`src/rtl/fft_iter_addr_gen_pkg.sv`:
```
// Shared FFT constants for the iterative radix-2 address generator.
// Holds the default geometry (layers, butterflies per layer, counter widths)
// and the RAM address width derived from the butterfly counter width.
package fft_iter_addr_gen_pkg;

  localparam int LAYERS_DEF      = 5;
  localparam int BUTTERFLYES_DEF = 16;
  localparam int LAY_WL_DEF      = 3;
  localparam int BUTT_WL_DEF     = 4;

  // A RAM address spans N = 2 * BUTTERFLYES points, one bit wider than b.
  function automatic int addr_wl(input int butt_wl);
    return butt_wl + 1;
  endfunction

  localparam int ADDR_WL_DEF = addr_wl(BUTT_WL_DEF);

endpackage

```
`src/rtl/fft_addr_map.sv`:
```
// Combinational butterfly address mapping for one radix-2 layer.
// Ports:
//   b      : butterfly index within the layer
//   s      : layer index
//   addr_a : b with a 0 inserted at bit s (upper operand)
//   addr_b : addr_a with bit s set (lower operand)
//   w_addr : (b mod 2^s) << (LAYERS-1-s), truncated to ButtWL bits
module fft_addr_map
  import fft_iter_addr_gen_pkg::*;
#(
  parameter int LAYERS = LAYERS_DEF,
  parameter int LayWL  = LAY_WL_DEF,
  parameter int ButtWL = BUTT_WL_DEF
) (
  input  logic [ButtWL-1:0] b,
  input  logic [LayWL-1:0]  s,
  output logic [ButtWL:0]   addr_a,
  output logic [ButtWL:0]   addr_b,
  output logic [ButtWL-1:0] w_addr
);

  localparam int AW = addr_wl(ButtWL);

  logic [AW-1:0] low;
  logic [AW-1:0] bx;
  int            s_i;
  int            sh;

  always_comb begin
    s_i = int'(s);
    // Mask of the bits below position s; they pass through unshifted.
    low = '0;
    for (int i = 0; i < AW; i++) begin
      if (i < s_i) low[i] = 1'b1;
    end
    bx     = {1'b0, b};
    addr_a = ((bx & ~low) << 1) | (bx & low);
    addr_b = addr_a | (AW'(1) << s);
    // Guard keeps the shift non-negative should s ever exceed LAYERS-1.
    sh     = (s_i < LAYERS) ? (LAYERS - 1 - s_i) : 0;
    w_addr = (b & low[ButtWL-1:0]) << sh;
  end

endmodule

```
`src/rtl/fft_iter_addr_gen.sv`:
```
// Iterative radix-2 FFT address generator.
// Tracks butterfly index b and layer index s and produces registered RAM
// operand addresses and the twiddle ROM index for the current butterfly.
// Ports:
//   CLK, RST      : clock, synchronous active-high reset
//   EN            : global enable; when low all state holds and DONE is low
//   START         : begin a transform (b = s = 0)
//   ADDR_EN       : butterfly write strobe; advances b
//   LAY_EN        : layer advance strobe; advances s, clears b
//   ADDR_A/ADDR_B : upper/lower operand RAM addresses
//   W_ADDR        : twiddle ROM index
//   LAST_LAY      : current layer is LAYERS-1
//   DONE          : one-cycle pulse after the final write of the final layer
module fft_iter_addr_gen
  import fft_iter_addr_gen_pkg::*;
#(
  parameter int LAYERS      = LAYERS_DEF,
  parameter int BUTTERFLYES = BUTTERFLYES_DEF,
  parameter int LayWL       = LAY_WL_DEF,
  parameter int ButtWL      = BUTT_WL_DEF
) (
  input  logic              CLK,
  input  logic              RST,
  input  logic              EN,
  input  logic              START,
  input  logic              ADDR_EN,
  input  logic              LAY_EN,
  output logic [ButtWL:0]   ADDR_A,
  output logic [ButtWL:0]   ADDR_B,
  output logic [ButtWL-1:0] W_ADDR,
  output logic              LAST_LAY,
  output logic              DONE
);

  localparam int                AW     = addr_wl(ButtWL);
  localparam logic [LayWL-1:0]  S_LAST = LayWL'(LAYERS - 1);
  localparam logic [ButtWL-1:0] B_LAST = ButtWL'(BUTTERFLYES - 1);

  logic [ButtWL-1:0] b_cnt;
  logic [LayWL-1:0]  s_cnt;
  logic [AW-1:0]     a_p0;
  logic [AW-1:0]     b_p0;
  logic [ButtWL-1:0] w_p0;

  fft_addr_map #(
    .LAYERS (LAYERS),
    .LayWL  (LayWL),
    .ButtWL (ButtWL)
  ) u_map (
    .b      (b_cnt),
    .s      (s_cnt),
    .addr_a (a_p0),
    .addr_b (b_p0),
    .w_addr (w_p0)
  );

  // Stage p0 -> outputs: addresses registered from the b/s held before the edge.
  always_ff @(posedge CLK) begin
    if (RST) begin
      b_cnt    <= '0;
      s_cnt    <= '0;
      ADDR_A   <= '0;
      ADDR_B   <= AW'(1);
      W_ADDR   <= '0;
      LAST_LAY <= 1'b0;
      DONE     <= 1'b0;
    end else if (!EN) begin
      DONE <= 1'b0;
    end else begin
      ADDR_A   <= a_p0;
      ADDR_B   <= b_p0;
      W_ADDR   <= w_p0;
      LAST_LAY <= (s_cnt == S_LAST);
      DONE     <= 1'b0;
      if (START) begin
        b_cnt <= '0;
        s_cnt <= '0;
      end else if (LAY_EN) begin
        // Layer strobe wins over a coincident butterfly strobe; s saturates.
        b_cnt <= '0;
        if (s_cnt != S_LAST) s_cnt <= s_cnt + 1'b1;
      end else if (ADDR_EN) begin
        if (b_cnt == B_LAST) begin
          b_cnt <= '0;
          if (s_cnt == S_LAST) begin
            s_cnt <= '0;
            DONE  <= 1'b1;
          end
        end else begin
          b_cnt <= b_cnt + 1'b1;
        end
      end
    end
  end

endmodule
```
`config.mk`:
```
export PLATFORM = sky130hd
export DESIGN_NAME = fft_iter_addr_gen
export DESIGN_NICKNAME = d
export VERILOG_FILES = /design/src/rtl/fft_iter_addr_gen_pkg.sv /design/src/rtl/fft_addr_map.sv /design/src/rtl/fft_iter_addr_gen.sv
export SDC_FILE = /design/constraint.sdc
export NUM_CORES = 1
export LEC_CHECK = 0
export CAP_MARGIN = 20
export CORE_AREA = 2 2 53 55
export DETAILED_ROUTE_END_ITERATION = 6
export DIE_AREA = 0 0 55 57
export PLACE_DENSITY_LB_ADDON = 0.2
export SLEW_MARGIN = 25
export SYNTH_ARGS = -nofsm -noshare
export SYNTH_HDL_FRONTEND = slang
export SYNTH_SLANG_ARGS = --single-unit
export TNS_END_PERCENT = 10
```
`constraint.sdc`:
```
create_clock -name CLK -period 2.9 [get_ports CLK]
set_input_delay 0.58 -clock CLK [delete_from_list [all_inputs] [get_ports CLK]]
set_output_delay 0.58 -clock CLK [all_outputs]
set_load 0.01 [all_outputs]
```
==> summary.txt <==
Clocking
  – Cts-stage hold buffer count: 0
  – Post-CTS setup repair buffer count: 0
  – Deepest clock path buffer count: 2
  – CTS clk-pin slew, worst paths: between 0.1 and 0.15 ns
  – Number of clock buffers inserted by TritonCTS: 3
  – Sink Count: 23
  – Later-pin clock latency in the skew report: roughly 0.32 ns
  – Root buf cell: sky130_fd_sc_hd__clkbuf_4
  – CTS tree: built
  – PostCTS Resize Cnt: 0
  – H-tree depth reported by CTS: 1

Global route
  – Vias in the first global route: a little over 1000
  – Gr usage total: 20.0%
  – Largest net degree at the start of global routing: 25
  – Antenna violations before repair: 0
  – GR Overflow Total: 0
  – Wire length of the first global-routing pass: about 4700 um

Final layout
  – Post-layout instance count excluding filler cells: 201
  – Share of the core filled with cells in the final layout: 57.5%
  – Net count reported at finish: between 150 and 200
  – Cell area after layout: 1500 um^2
  – Layout cell share with drive strength beyond 1: between 5 and 6%
  – Antenna cells: 0
  – Area growth from synthesis to final layout: 21.1%

Timing
  – Fin Clk Skew: between 0.0015 and 0.002 ns
  – RSZ-0062 raised after global routing: false
  – Max Clock Freq: about 470 MHz
  – Tcrit/Tclk final: roughly 73%
  – Period minus WS final: roughly 2.1 ns
  – Number of failing setup endpoints in the final timing report: 0
  – Setup TNS Final: 0 ns
  – Final number of max-transition violations: 0
  – Worst slew margin: 42.7%
  – Final count of hold timing violations: 0
  – Slew at the pin closest to its max-slew limit: approximately 0.86 ns
  – Worst hold margin: 0.479 ns

Floorplanning
  – Chip width: between 50 and 60 um
  – Overall die area: approximately 3100 um^2
  – Std-Cell Rows: 19
  – Core box area: between 2000 and 3000 um^2
  – Initial Util: a little under half
  – Die Ht: approximately 57 um
  – # IOs: 22

Critical path
  – Maximum net fanout on the critical path: 16
  – Required @ worst endpoint: 3.15 ns
  – Worst setup path startpoint: EN
  – Critical path arrival: approximately 2.4 ns
  – Cell count of the worst reg-to-reg path: 5
  – Worst Setup Path Type: in -> reg
  – R2R Path End: s_cnt[0]
  – Endpoint class of the critical path: flop
  – Type of origin of the critical path: input pin
  – Setup slack of the most critical reg-to-reg path: roughly 0.97 ns
  – Startpoint of the worst-slack reg-to-reg timing path: b_cnt[0]

Min path
  – Path type of the worst min-delay path: reg -> reg
  – Source of the worst hold timing path: W_ADDR[1]
  – Capture endpoint of the worst hold path: W_ADDR[1]
  – WHS Path Cells: 2

Logic synthesis
  – Mapped Area: 1240 um^2
  – Post-Synthesis Mean Instance Area: 8.27 um^2
  – Most common flop cell mapped by yosys: sky130_fd_sc_hd__dfxtp_1
  – Number of synthesis warnings: 0
  – Number of distinct library cell variants in the gate-level netlist after synthesis: 40
  – Synthesis-stage register bit count: 23
  – Number of instances in the synthesized netlist: 150
  – Synth async-reset ratio: 0%
  – Number of synthesized flops with an enable pin: 0
  – Proportion of synthesized chip area in sequential cells: a little under two fifths
  – Synthesized Nets: between 150 and 200

Route
  – Final ANT Viol Nets: 0
  – Starting DRT DRC Count: 33
  – DR WL/cell: between 10 and 15 um
  – Number of remaining DRC errors: 0
  – DR pass1 iterations: 4
  – Total Wirelength: approximately 2800 um
  – Per-cell via count in the routed design: ~5.7
  – Vias: 1142

Place
  – Number of placed instances with taps included: between 150 and 200
  – Number of I/O port buffers: 21
  – Total half-perimeter wirelength after legalization and detailed placement: around 2000 um
  – Weighted congestion at the end of routability-driven global placement: roughly 0.83
  – Placed Instance Area: 1480 um^2

Status
  – Status: finished, final reports clean

Run
  – Max-cap check violation count: 0

Power
  – Total power divided by cell area: 368 nW/um^2
  – Worst IR Drop VDD: roughly 320 uV
  – Pleak: 0.517 nW
registers in the layout, summed over array words and instances (netlist names):
| name | count |
|---|---|
| ADDR_A | 5 |
| LAST_LAY | 1 |
| s_cnt | 3 |
| ADDR_B | 5 |
| b_cnt | 4 |
| W_ADDR | 4 |
| DONE | 1 |
critical path, cell delays in order:
cell	delay [ns]
sky130_fd_sc_hd__clkdlybuf4s50_1	0.82
sky130_fd_sc_hd__o31ai_1	0.29
sky130_fd_sc_hd__or4_1	0.53
sky130_fd_sc_hd__a21oi_1	0.14
power breakdown:
part / internal, mW / leakage [nW] / total (mW) / switching, mW
clock network: 0.0539 / 0.0150 / 0.156 / 0.102
registers: 0.322 / 0.187 / 0.327 / 0.00483
logic: 0.0322 / 0.315 / 0.0700 / 0.0378
total: 0.409 / 0.517 / 0.553 / 0.144
cells by family after synthesis:
group	synth area share, %
muxes	3.23
and+or+nand+nor	24.8
AOI/OAI and AO/OA	21.8
adders and majority gates	8.06
DFF	37.1
buffers and inverters	5.04
how the worst max path moves through the flow:
stage | endpoint | slack [ns]
CTS | b_cnt[3] | 0.78
global route | ADDR_B[1] | 0.62
detailed placement | b_cnt[3] | 0.44
floorplan | s_cnt[2] | 0.79
global placement | ADDR_B[1] | 0.51
finish | b_cnt[3] | 0.79
cell type report:
| class | instances | area (um^2) |
|---|---|---|
| Fill cell | 262 | 1110 |
| Multi-Input combinational cell | 113 | 718 |
| Sequential cell | 23 | 460 |
| Timing Repair Buffer | 25 | 240 |
| Tap cell | 31 | 38.8 |
| Clock buffer | 4 | 26.3 |
| Inverter | 5 | 18.8 |
synth_stat cells (all sizes together), types with 4 or more instances:
cell type	instances	area share (%)
a211oi	7	4.2
o21ai	6	2.4
dfxtp	23	37
clkbuf	6	1.8
a21oi	13	5.2
nor3	6	2.4
nor2b	4	2.0
nand2	13	3.9
mux2i	4	3.2
nor2	17	5.1
ha	8	8.1
nand3	4	1.6
placed cells by master, fill, tap and decap left out, drive strengths merged, types with 2 or more instances in the layout:
cell | Yosys | layout
ha | 8 | 8
and2b | 2 | 2
a211oi | 7 | 7
nor2b | 4 | 4
buf | 3 | 4
clkdlybuf4s50 | 0 | 21
nor3 | 6 | 6
o21ai | 6 | 6
dfxtp | 23 | 23
a21oi | 13 | 13
nand2b | 3 | 3
or3 | 2 | 2
inv | 3 | 3
nand3 | 4 | 4
clkbuf | 6 | 4
a31oi | 3 | 3
nor2 | 17 | 17
mux2i | 4 | 4
clkinv | 2 | 2
nand4 | 2 | 2
nand2 | 13 | 13
metal layers:
metal	GRT usage [%]	up-vias	part of all wire [%]
met5	0	-	0
met4	8.36	0	1.5
met3	3.40	7	4.7
met2	28.9	36	44
met1	29.2	518	50
li1	-	581	-
metrics by stage:
step	power [mW]	worst slack, ns
3_3_place_gp	0.402	0.506
6_report	0.553	0.786
2_1_floorplan	0.374	0.790
4_1_cts	0.555	0.781
3_5_place_dp	0.404	0.444
5_1_grt	0.576	0.617
No activity file was read; power rests on OpenSTA's default activity.
